==> config.mk <==
export PLATFORM = sky130hd
export DESIGN_NAME = stream_demux
export DESIGN_NICKNAME = d
export VERILOG_FILES = /design/src/rtl/stream_demux.sv
export SDC_FILE = /design/constraint.sdc
export NUM_CORES = 1
export LEC_CHECK = 0
export CAP_MARGIN = 25
export CORE_ASPECT_RATIO = 0.75
export CORE_MARGIN = 2
export CORE_UTILIZATION = 44
export DETAILED_ROUTE_END_ITERATION = 12
export PLACE_DENSITY = 0.93
export SYNTH_ARGS = -nofsm -noshare
export SYNTH_HDL_FRONTEND = slang
export SYNTH_SLANG_ARGS = --single-unit
==> constraint.sdc <==
create_clock -name clk -period 5.4 [get_ports clk]
set_input_delay 1.08 -clock clk [delete_from_list [all_inputs] [get_ports clk]]
set_output_delay 1.08 -clock clk [all_outputs]
set_load 0.03 [all_outputs]
==> src/rtl/stream_demux.sv <==
// One-to-N packet demultiplexer with a single output register stage.
// Packets whose destination index is out of range are consumed and counted.
//
// state | meaning
// IDLE  | no packet open; destination comes from sel
// ROUTE | packet open, beats go to the latched destination
// DROP  | packet open, beats are consumed and discarded
module stream_demux #(
    parameter int WIDTH     = 32,
    parameter int N_OUTPUTS = 3,
    parameter int SEL_WIDTH = 2
) (
    input  logic                       clk,
    input  logic                       resetn,
    input  logic [SEL_WIDTH-1:0]       sel,
    input  logic [WIDTH-1:0]           s_tdata,
    input  logic                       s_tvalid,
    input  logic                       s_tlast,
    output logic                       s_tready,
    output logic [N_OUTPUTS*WIDTH-1:0] m_tdata,
    output logic [N_OUTPUTS-1:0]       m_tvalid,
    output logic [N_OUTPUTS-1:0]       m_tlast,
    input  logic [N_OUTPUTS-1:0]       m_tready,
    output logic [31:0]                drop_count
);

    typedef enum logic [1:0] {IDLE, ROUTE, DROP} state_t;

    localparam logic [SEL_WIDTH:0] N_OUT = (SEL_WIDTH+1)'(N_OUTPUTS);

    state_t               state;
    logic [SEL_WIDTH-1:0] dest;
    logic [SEL_WIDTH-1:0] out_dest;
    logic [WIDTH-1:0]     out_data;
    logic                 out_valid;
    logic                 out_last;

    logic                 sel_ok;
    logic                 discard;
    logic [SEL_WIDTH-1:0] eff_dest;
    logic                 dest_ready;
    logic                 drain;
    logic                 accept;
    logic                 load;

    assign sel_ok   = {1'b0, sel} < N_OUT;
    assign discard  = (state == DROP) || ((state == IDLE) && !sel_ok);
    assign eff_dest = (state == IDLE) ? sel : dest;

    // Only the ready of the output currently holding the register matters.
    always_comb begin
        dest_ready = 1'b0;
        for (int i = 0; i < N_OUTPUTS; i++) begin
            if (out_dest == SEL_WIDTH'(i)) dest_ready = m_tready[i];
        end
    end

    assign drain    = out_valid && dest_ready;
    assign s_tready = discard || !out_valid || dest_ready;
    assign accept   = s_tvalid && s_tready;
    assign load     = accept && !discard;

    for (genvar g = 0; g < N_OUTPUTS; g++) begin : g_out
        assign m_tvalid[g]                = out_valid && (out_dest == SEL_WIDTH'(g));
        assign m_tlast[g]                 = m_tvalid[g] && out_last;
        assign m_tdata[g*WIDTH +: WIDTH]  = out_data;
    end

    always_ff @(posedge clk or negedge resetn) begin
        if (!resetn) begin
            state      <= IDLE;
            dest       <= '0;
            out_dest   <= '0;
            out_data   <= '0;
            out_valid  <= 1'b0;
            out_last   <= 1'b0;
            drop_count <= '0;
        end else begin
            if (load) begin
                out_valid <= 1'b1;
                out_data  <= s_tdata;
                out_last  <= s_tlast;
                out_dest  <= eff_dest;
            end else if (drain) begin
                out_valid <= 1'b0;
            end

            if (accept) begin
                case (state)
                    IDLE: begin
                        if (!s_tlast) begin
                            state <= sel_ok ? ROUTE : DROP;
                            dest  <= sel;
                        end
                    end
                    default: begin
                        if (s_tlast) state <= IDLE;
                    end
                endcase
            end

            if (accept && discard && s_tlast && (drop_count != 32'hFFFF_FFFF))
                drop_count <= drop_count + 32'd1;
        end
    end

endmodule

Word level (Yosys, flattened, before mapping):

Index checks and enable logic that the tools add are counted.

* bits in registers: 72
* input bits: 41
* output and inout bits: 135
* word-level logic and storage cells: 50

* $add $sub $neg: 1
* magnitude comparators: 1
* eq/ne operators: 5
* muxes and demuxes: 10
* bitwise operators: 1
* reduce and logical (&&, ||, !) cells: 25

Operators with widths (number)
* $add 32x1->32 const B: 1
* $ne 32x32->1 const B: 1
* $logic_and 1x1->1: 13
* $mux 2: 5
* $reduce_and 3->1: 2
* $mux 1: 5
* $eq 2x2->1 const B: 2
* $logic_not 2->1: 2
* $reduce_bool 2->1: 2
* $logic_not 1->1: 3
* $logic_or 1x1->1: 3
* $eq 2x1->1 const B: 1
* $lt 2x2->1 const B: 1
* $ne 2x2->1 const B: 1
* $not 1->1: 1

Depth between registers and ports, before layout:

* depth in word-level cells: 10
* depth in mapped cells: 7
* gate-level depth less buffers: 6

Worst setup path after synthesis:

No wires, ideal clock.

* path type: input to output
* from: input m_tready[1]
* to: output s_tready
* arrival time: 1649 ps
* required time: 4320 ps
* slack: 2671 ps
* stages: 3
* path buffers: 0
* cell sequence: mux2i_1 -> o211ai_2 -> a21o_1

* cells in the longest elaborated chain, start to end: 3

Ends and longest elaborated chain
* from (decl): RTL line 23 `input logic [N_OUTPUTS-1:0] m_tready,`
* $mux 1 (2 in series): RTL line 54 `if (out_dest == SEL_WIDTH'(i)) dest_ready = m_tready[i];`
* $logic_or 1x1->1: RTL line 59 `assign s_tready = discard || !out_valid || dest_ready;`
* to (decl): RTL line 19 `output logic s_tready,`

No other way between the ends.

Worst setup path after layout:

Ends and elaborated chain as after synthesis.

==> metrics.md <==
| Metric | Value |
|---|---|
| Status | finished, final reports clean |
| Global-route wire length before repair | 14.4 mm |
| Max cap viols | 0 |
| Crit path cell chain | clkdlybuf4s50_1, mux2i_1, o211ai_2, a21o_1, clkdlybuf4s50_1 |
| Mapped Area | roughly 3700 um^2 |
| # Post-CTS Setup Buffers | 0 |
| Port Buffers | 175 |
| Fraction of layout cells with a size suffix above 1 | between 10 and 15% |
| Core Util, Final | 65.6% |
| Cts hold-fix bufs | 0 |
| NumNets Final | between 400 and 500 |
| Critical path required time | 4.32 ns |
| Residual DRC count | 0 |
| Worst vdd rail ir drop | roughly 450 uV |
| Antenna diode count | 0 |
| Hold Crit Class | reg -> reg |
| Overflow after GRT | 0 |
| Vias in the first global route | ~2900 |
| Most common cell after layout, fill and taps aside | clkdlybuf4s50_1 |
| Die Y | roughly 83 um |
| Crit path DAT | 2.72 ns |
| Clock Skews | about 0.0065 ns |
| Min setup slack post-route | about 1.6 ns |
| CTS-repair resized insts | 0 |
| Final worst path period need | approximately 3.8 ns |
| Asr flop ratio synth | 100% |
| Syn_area_per_cell | between 10 and 15 um^2 |
| Mapped Cells | roughly 320 |
| Max Buffers Root-to-Sink | 2 |
| Reg2Reg Setup Slack | 3.00 ns |
| Startpoint Class | primary input |
| Post-DRT Antenna Nets | 0 |
| Num ports | roughly 180 |
| Final non-filler cell area | between 5000 and 6000 um^2 |
| Leakage | 2.11 nW |
| Main synth FF type | dfrtp_1 |
| Clock sinks | 72 |
| P&R area growth vs syn | 42.9% |
| Worst-margin pin slew | ~0.92 ns |
| Largest net degree at the start of global routing | 73 |
| Clk slew on worst S/H paths | roughly 0.070 ns |
| Worst Path Buf+Inv | 2 |
| Worst slack at placement | ~1.6 ns |
| Routed vias/inst | around 5.2 |
| CTS Buf Count | 9 |
| Cell mode on critical path | clkdlybuf4s50_1 |
| Worst path max stage delay | ~0.67 ns |
| Post-synth cell types | 39 |
| Worst slew margin | roughly 39% |
| Pwr dens | 634 nW/um^2 |
| Routability-driven placement congestion ratio | 0.795 |
| Die span in x | about 110 um |
| Most frequent cells in the layout | clkdlybuf4s50_1, dfrtp_1, mux2_2, xnor2_1, nand2_1 |
| Placement Rows | 28 |
| Fin Setup TNS | 0 ns |
| Clock root buffer | clkbuf_8 |
| Synthesized Nets | approximately 360 |
| DRT Pass-1 Iters | 4 |
| CTS tree | yes |
| Final-report hold violation count | 0 |
| Hpwl dp | about 6.7 mm |
| CORE AREA | approximately 8000 um^2 |
| Synth Warn # | 0 |
| Slowest CP cell | clkdlybuf4s50_1 |
| Hold slack | around 0.52 ns |
| RSZ-0062 raised after global routing | no |
| EDFF count, synth | 0 |
| Top-area cell type share of the netlist area | 49.1% |
| Max Clk Rate | 263 MHz |
| Routed WL | 9.09 mm |
| Sequential area share after synthesis | between 40 and 50% |
| Initial DRC count | approximately 110 |
| Post-synth top area cell | dfrtp_1 |
| Setup CP Type | in -> out |
| Final period util | 70.3% |
| Post-DP Area | between 5000 and 6000 um^2 |
| Vias post-DR | about 2800 |
| Worst-Skew Late Latency | 0.33 ns |
| Overall global routing resource usage | 20.0% |
| Synthesis-stage register bit count | between 70 and 80 |
| Crit-path max FO | 7 |
| Initial cell density of the core | between 40% and 50% |
| H-tree depth | 3 |
| Dominant cells by area after synthesis | dfrtp_1, buf_4, mux2_2, xnor2_1, nand4_1 |
| Max Slew Vio Count | 0 |
| Endpoint class of the critical path | output port |
| Antenna violations before repair | 0 |
| Family with the most delay on the worst path | buffers and inverters |
| Setup violation total in the final timing report | 0 |
| Die area | 9090 um^2 |
| Post-detailed-route wirelength per cell | around 17 um |
## stage by stage
| stage | std cells | total power, mW |
|---|---|---|
| 4_1_cts | 546 | 3.35 |
| 3_3_place_gp | 531 | 2.89 |
| 2_1_floorplan | 319 | 2.34 |
| 3_5_place_dp | 531 | 2.94 |
| 6_report | 546 | 3.32 |
| 5_1_grt | 546 | 3.48 |
## synth_stat cells, types with 2 or more instances
cell type	instances
a21o_1	2
a21oi_1	3
a31oi_1	2
and2_1	6
and3_1	4
and3b_1	2
and4_1	3
buf_2	3
buf_4	64
clkbuf_1	2
dfrtp_1	72
inv_1	4
mux2_2	39
mux2i_1	3
nand2_1	24
nand3_1	9
nand3b_1	2
nand4_1	15
nor2_1	7
nor2b_1	2
nor3_1	4
nor4_1	2
o21ai_0	4
xnor2_1	25
xor2_1	2
## kinds of logic after synthesis
kind of cell	synth area share (%)
compound gates	3.11
xor+xnor	6.45
fa+ha+maj	0.341
buf+inv	14.1
flops	49.1
mux	12.8
simple gates	14.0
## worst register-to-register path: cells and delay by family (launching register included)
kind                      cells  cell delay, ns
xor gates and xnor gates      1            0.15
DFF                           1            0.45
and+or+nand+nor               4            1.71
## area by class of cell
| type | instances | area, um^2 |
|---|---|---|
| multi-input combinational | 174 | 1350 |
| clock buffer | 11 | 141 |
| sequential | 72 | 1800 |
| inverter | 4 | 15.0 |
| tap | 105 | 131 |
| timing repair buffer | 176 | 1760 |
| clock inverter | 4 | 45.0 |
| fill | 587 | 2750 |
## metal layers
metal	vias up	share of wire (%)	global-route usage [%]
met5	-	0	0
met4	0	1.2	4.83
met3	13	5.5	5.89
met2	109	53	35.5
met1	1445	40	23.6
li1	1275	-	-
## registers in the layout, indices dropped and copies added, names as in the netlist
register	count
out_valid	1
state	2
out_last	1
dest	2
out_dest	2
drop_count	32
out_data	32
## where the power goes
| group | switching [mW] | internal, mW |
|---|---|---|
| registers | 0.185 | 0.708 |
| clock network | 0.190 | 0.221 |
| logic | 1.14 | 0.880 |
## final timing paths
kind	startpoint	cells after the start	endpoint
worst max-delay path	m_tready[1]	5	s_tready
worst min-delay path	drop_count[4]	1	drop_count[4]
worst max register to register	drop_count[23]	5	drop_count[13]
worst min register to register	drop_count[4]	1	drop_count[4]
max in group asynchronous	resetn	1	out_data[21]
min in group asynchronous	resetn	1	drop_count[1]
Power figures use the tool's default switching activity.
